## config.mk

```make
export PLATFORM = sky130hd
export DESIGN_NAME = bcd_sum_ssd_scan
export DESIGN_NICKNAME = d
export VERILOG_FILES = /design/src/rtl/bcd_sum_ssd_scan_pkg.sv /design/src/rtl/bcd_to_ssd.sv /design/src/rtl/bcd_sum_ssd_scan.sv
export SDC_FILE = /design/constraint.sdc
export NUM_CORES = 1
export LEC_CHECK = 0
export CORE_ASPECT_RATIO = 0.75
export CORE_MARGIN = 10
export CORE_UTILIZATION = 40
export CTS_CLUSTER_SIZE = 14
export DETAILED_ROUTE_END_ITERATION = 12
export GPL_ROUTABILITY_DRIVEN = 0
export GPL_TIMING_DRIVEN = 1
export SYNTH_ARGS = -nofsm -noshare
export SYNTH_HDL_FRONTEND = slang
export SYNTH_SLANG_ARGS = --single-unit
export TNS_END_PERCENT = 50
```

## constraint.sdc

```tcl
create_clock -name clk -period 1.99 [get_ports clk]
set_input_delay 0.398 -clock clk [delete_from_list [all_inputs] [get_ports clk]]
set_output_delay 0.398 -clock clk [all_outputs]
set_load 0.05 [all_outputs]
```

## src/rtl/bcd_sum_ssd_scan_pkg.sv

```systemverilog
// Shared definitions for the BCD sum seven-segment scanner.
// Segment encodings are {dp,g,f,e,d,c,b,a}, active-low, decimal point always off.
package bcd_sum_ssd_scan_pkg;

  localparam logic [7:0] SEG_0     = 8'hC0;
  localparam logic [7:0] SEG_1     = 8'hF9;
  localparam logic [7:0] SEG_2     = 8'hA4;
  localparam logic [7:0] SEG_3     = 8'hB0;
  localparam logic [7:0] SEG_4     = 8'h99;
  localparam logic [7:0] SEG_5     = 8'h92;
  localparam logic [7:0] SEG_6     = 8'h82;
  localparam logic [7:0] SEG_7     = 8'hF8;
  localparam logic [7:0] SEG_8     = 8'h80;
  localparam logic [7:0] SEG_9     = 8'h90;
  localparam logic [7:0] SEG_E     = 8'h86;
  localparam logic [7:0] SEG_BLANK = 8'hFF;

  // Digit position on the display: 0 = sum, 1 = carry, 2 = B, 3 = A.
  typedef logic [1:0] digit_idx_t;

endpackage

```

## src/rtl/bcd_to_ssd.sv

```systemverilog
// Combinational BCD digit to seven-segment decoder.
// Ports:
//   bcd - 4-bit digit; values 10..15 are not BCD and show "E"
//   seg - active-low segments {dp,g,f,e,d,c,b,a}
module bcd_to_ssd
  import bcd_sum_ssd_scan_pkg::*;
(
  input  logic [3:0] bcd,
  output logic [7:0] seg
);

  always_comb begin
    seg = SEG_E;
    case (bcd)
      4'd0:    seg = SEG_0;
      4'd1:    seg = SEG_1;
      4'd2:    seg = SEG_2;
      4'd3:    seg = SEG_3;
      4'd4:    seg = SEG_4;
      4'd5:    seg = SEG_5;
      4'd6:    seg = SEG_6;
      4'd7:    seg = SEG_7;
      4'd8:    seg = SEG_8;
      4'd9:    seg = SEG_9;
      default: seg = SEG_E;
    endcase
  end

endmodule

```

## src/rtl/bcd_sum_ssd_scan.sv

```systemverilog
// Captures a BCD addition (A, B, sum, carry) on a load strobe and scans it onto a
// 4-digit multiplexed common-anode seven-segment display.
//   digit3 = A, digit2 = B, digit1 = carry, digit0 = sum
// Ports:
//   clk, rst_n        - clock (rising edge), asynchronous active-low reset
//   load              - capture strobe for a_bcd/b_bcd/sum_bcd/sum_co
//   a_bcd, b_bcd      - operand digits
//   sum_bcd, sum_co   - adder result digit and decimal carry
//   ssd_seg           - registered active-low segments {dp,g,f,e,d,c,b,a}
//   ssd_an            - registered active-low one-hot digit anodes
//   ovf               - captured carry
// Parameters:
//   SCAN_DIV          - clock cycles each digit stays lit (>= 2)
//   BLANK_CO          - 1: carry digit dark when carry is 0; 0: shows "0"
module bcd_sum_ssd_scan
  import bcd_sum_ssd_scan_pkg::*;
#(
  parameter int unsigned SCAN_DIV = 50000,
  parameter bit          BLANK_CO = 1'b1
) (
  input  logic       clk,
  input  logic       rst_n,
  input  logic       load,
  input  logic [3:0] a_bcd,
  input  logic [3:0] b_bcd,
  input  logic [3:0] sum_bcd,
  input  logic       sum_co,
  output logic [7:0] ssd_seg,
  output logic [3:0] ssd_an,
  output logic       ovf
);

  localparam int unsigned    CntW   = (SCAN_DIV > 1) ? $clog2(SCAN_DIV) : 1;
  localparam logic [CntW-1:0] CntMax = CntW'(SCAN_DIV - 1);

  logic [3:0]      a_q, a_d, b_q, b_d, s_q, s_d;
  logic            co_q, co_d;
  logic [CntW-1:0] cnt_q, cnt_d;
  digit_idx_t      idx_q, idx_d;
  logic [3:0]      an_q, an_d;
  logic [7:0]      seg_q, seg_d;

  logic [3:0]      sel_digit;
  logic            sel_blank;
  logic [7:0]      dec_seg;

  // Capture registers and scan prescaler; load is independent of the scan.
  always_comb begin
    a_d   = a_q;
    b_d   = b_q;
    s_d   = s_q;
    co_d  = co_q;
    if (load) begin
      a_d  = a_bcd;
      b_d  = b_bcd;
      s_d  = sum_bcd;
      co_d = sum_co;
    end

    cnt_d = cnt_q + 1'b1;
    idx_d = idx_q;
    if (cnt_q == CntMax) begin
      cnt_d = '0;
      idx_d = idx_q + 2'd1;
    end
  end

  // Digit mux ahead of the single shared decoder.
  always_comb begin
    sel_digit = s_q;
    sel_blank = 1'b0;
    unique case (idx_q)
      2'd0: sel_digit = s_q;
      2'd1: begin
        sel_digit = {3'b000, co_q};
        sel_blank = BLANK_CO && !co_q;
      end
      2'd2: sel_digit = b_q;
      2'd3: sel_digit = a_q;
      default: sel_digit = s_q;
    endcase
  end

  bcd_to_ssd u_dec (
    .bcd (sel_digit),
    .seg (dec_seg)
  );

  // Output stage registers the current index and data, giving one cycle of latency.
  always_comb begin
    an_d  = ~(4'b0001 << idx_q);
    seg_d = sel_blank ? SEG_BLANK : dec_seg;
  end

  always_ff @(posedge clk or negedge rst_n) begin
    if (!rst_n) begin
      a_q   <= '0;
      b_q   <= '0;
      s_q   <= '0;
      co_q  <= 1'b0;
      cnt_q <= '0;
      idx_q <= '0;
      an_q  <= 4'b1111;
      seg_q <= SEG_BLANK;
    end else begin
      a_q   <= a_d;
      b_q   <= b_d;
      s_q   <= s_d;
      co_q  <= co_d;
      cnt_q <= cnt_d;
      idx_q <= idx_d;
      an_q  <= an_d;
      seg_q <= seg_d;
    end
  end

  assign ssd_seg = seg_q;
  assign ssd_an  = an_q;
  assign ovf     = co_q;

endmodule

```

==> run_results.csv <==
group,metric,value,unit
outcome,status,"finished, final reports clean",
synthesis,yosys_register_bits,42,
routing,met1_length,2.132,mm
setup_path,crit_path_start_kind,"register",
routing,drc,0,
timing,fin_crit_sh,93.71,%
routing,drt-initial-drc-count,45,
timing,max_freq,536.2,MHz
routing,topRoutingLayerUsed,"met4",
synthesis,post-synth-top-count-cell,"dfrtp_1",
routing,drt-pass1-iter-count,4,
placement,port_buffers,27,
routing,wl_met2,1.713,mm
clock_network,cts-root-buf,"clkbuf_8",
floorplanning,rows,22,
pwr,p_int,1.396,mW
synthesis,synth_ff_type,"dfrtp_1",
routing,routed_via_density,5.088,
routing,vias,1384,
global_route,antenna_found_initial,0,
synthesis,yosysWarnings,0,
synthesis,async_flop_share,100.0,%
timing,hold_viol,0,
routing,wl_met3,228,µm
floorplanning,dieArea,8280,µm²
timing,setup_viol,0,
global_route,grt_pass1_wl,6.831,mm
global_route,grt_max_degree,17,
synthesis,netlist_area,2007,µm²
routing,finalWirelength,4.133,mm
clock_network,cts.reportedPaths.clkPinSlew,0.08,ns
synthesis,ys_top_cells_by_area,"dfrtp_1, dfstp_2, mux2_2, ha_1, xnor2_1",
clock_network,clk_latency,0.29,ns
cells_and_area,antenna_cells,0,
cells_and_area,fin_util,50.77,%
floorplanning,initial_utilization,41.19,%
timing,fin_crit,1.865,ns
hold_path,worstHoldPathType,"reg -> reg",
synthesis,yosys.area.top_type,"dfrtp_1",
timing,rsz0062_at_grt,"no",
timing,finClkSkew,0.007876,ns
global_route,grt-ovfl-total,0,
setup_path,crit_fanout,5,
floorplanning,io_pins,29,
floorplanning,chipWidth,101.8,µm
pwr,swShare,25.42,%
pwr,pwr-share-clk,34.7,%
pwr,leakage,1.091,nW
timing,fin_tns_setup,0,ns
synthesis,yosys.area.top_type_share,38.65,%
clock_network,cts_buffers,5,
cells_and_area,syn_to_final_growth,23.25,%
setup_path,worstSetupEndpointType,"register",
routing,ant_nets,0,
clock_network,cts_tree,"built",
synthesis,synth_common_cells,"dfrtp_1, mux2_2, inv_1",
floorplanning,die_h,81.35,µm
pwr,ir_drop,0.0003587,V
synthesis,synthCells,173,
setup_path,cp.required,2.22,ns
timing,finalMaxSlewViolations,0,
pwr,power_per_cell_area,756.6,nW/µm²
cells_and_area,fin_nets,238,
setup_path,cp.arrival,2.10,ns
pwr,p_seq_share,50.2,%
floorplanning,core_area,4872,µm²
synthesis,avgSynthCellArea,11.60,µm²
pwr,p_sw,475.9,µW
clock_network,cts_buffer_depth,2,
clock_network,clock_sinks,42,
job,maxCapViolCount,0,
routing,wl_per_cell,15.19,µm
setup_path,setup.worst_path.class,"reg -> reg",
global_route,grt_pass1_vias,1402,
clock_network,ctsHtreeMaxLevel,2,
synthesis,ys_seq_area_share,53.05,%
synthesis,synth_edf_count,0,
timing,hold_ws,0.4580,ns
synthesis,synthDistinctLibCells,45,
cells_and_area,drive_gt1_share,30.19,%
global_route,track_usage,10.67,%
pwr,p_comb_share,15.1,%
pwr,finalPower,1.872,mW
placement,dp_hpwl,3.297,mm
synthesis,syn-num-nets,200,
## area by class of cell
| cell class | instances | area (µm²) |
|---|---|---|
| Timing Repair Buffer | 33 | 282.8 |
| Inverter | 12 | 45.04 |
| Clock inverter | 3 | 40.04 |
| Sequential cell | 42 | 1065 |
| Clock buffer | 5 | 68.82 |
| Multi-Input combinational cell | 117 | 897.1 |
| Tap cell | 60 | 75.07 |
| Fill cell | 440 | 2399 |
## placed cells by master, fill, tap and decap left out, types with 4 or more instances in the layout
master           count
buf_4               17
clkbuf_8             5
clkdlybuf4s50_1     14
dfrtp_1             31
dfstp_2             11
ha_1                 9
inv_1               11
mux2_2              14
mux2i_1              4
nand2_1             11
nand3_1              5
nor2_1              11
nor3_1               4
o21ai_0              6
xnor2_1             10
## power by group through the flow
stage          registers (mW)  logic [mW]  clock network, mW
2_1_floorplan            1.03      0.0967                  0
3_3_place_gp            0.954       0.276                  0
3_5_place_dp            0.956       0.281                  0
6_report                0.939       0.282              0.650
5_1_grt                 0.945       0.304              0.703
4_1_cts                 0.940       0.285              0.675
## final timing paths
kind | from | to | slack, ns | cells after the start
setup / recovery | idx_q[0] | ssd_seg[1] | 0.13 | 8
hold / removal | cnt_q[0] | cnt_q[0] | 0.46 | 1
setup reg to reg | idx_q[0] | ssd_seg[1] | 0.13 | 8
hold reg to reg | cnt_q[0] | cnt_q[0] | 0.46 | 1
max in group asynchronous | rst_n | ssd_an[0] | 0.87 | 3
min in group asynchronous | rst_n | ovf | 0.52 | 2
## what timing repair did
action                     4_1_cts  5_1_grt
resized for setup                3        3
setup endpoints to repair        1        2
hold buffers                     1        0
hold endpoints to repair        13        0
pin swaps                        1        0
setup buffers                    0        0
## sequential cells by signal, summed over array words and instances (netlist names)
signal	cells
cnt_q	16
ssd_seg	7
a_q	4
b_q	4
s_q	4
ssd_an	4
idx_q	2
ovf	1
## worst max-delay path: stages (launching register included)
cell,delay [ns]
dfrtp_1,0.41
inv_2,0.11
ha_2,0.23
a22oi_1,0.10
o21a_2,0.26
ha_1,0.31
nor3_1,0.19
o22ai_1,0.10
nand2_1,0.08
## per-stage QoR
stage,instances,setup WS [ns],area (µm²)
finish,272,0.1251,2474
global route,272,0.05031,2474
CTS,272,0.01908,2471
detailed placement,263,-0.02369,2344
global placement,263,0.1054,2344
floorplan,173,0.2277,2007
## per-layer routing
| metal | vias up | GRT usage, % |
|---|---|---|
| li1 | 670 | - |
| met1 | 674 | 14.47 |
| met2 | 33 | 15.39 |
| met3 | 7 | 3.562 |
| met4 | 0 | 3.989 |
| met5 | - | 0 |
## logic make-up (layout without fill, tap and decap cells)
group | after synthesis | after routing | share of synthesized area, %
muxes | 18 | 18 | 9.850
AOI/OAI and AO/OA | 25 | 25 | 8.604
adders and majority gates | 11 | 11 | 6.858
and+or+nand+nor | 50 | 50 | 13.40
DFF | 42 | 42 | 53.05
xor gates and xnor gates | 12 | 12 | 5.237
other | 1 | 1 | 0.1869
buffers and inverters | 14 | 53 | 2.805
Note: power is estimated with default switching activity, not from simulation.
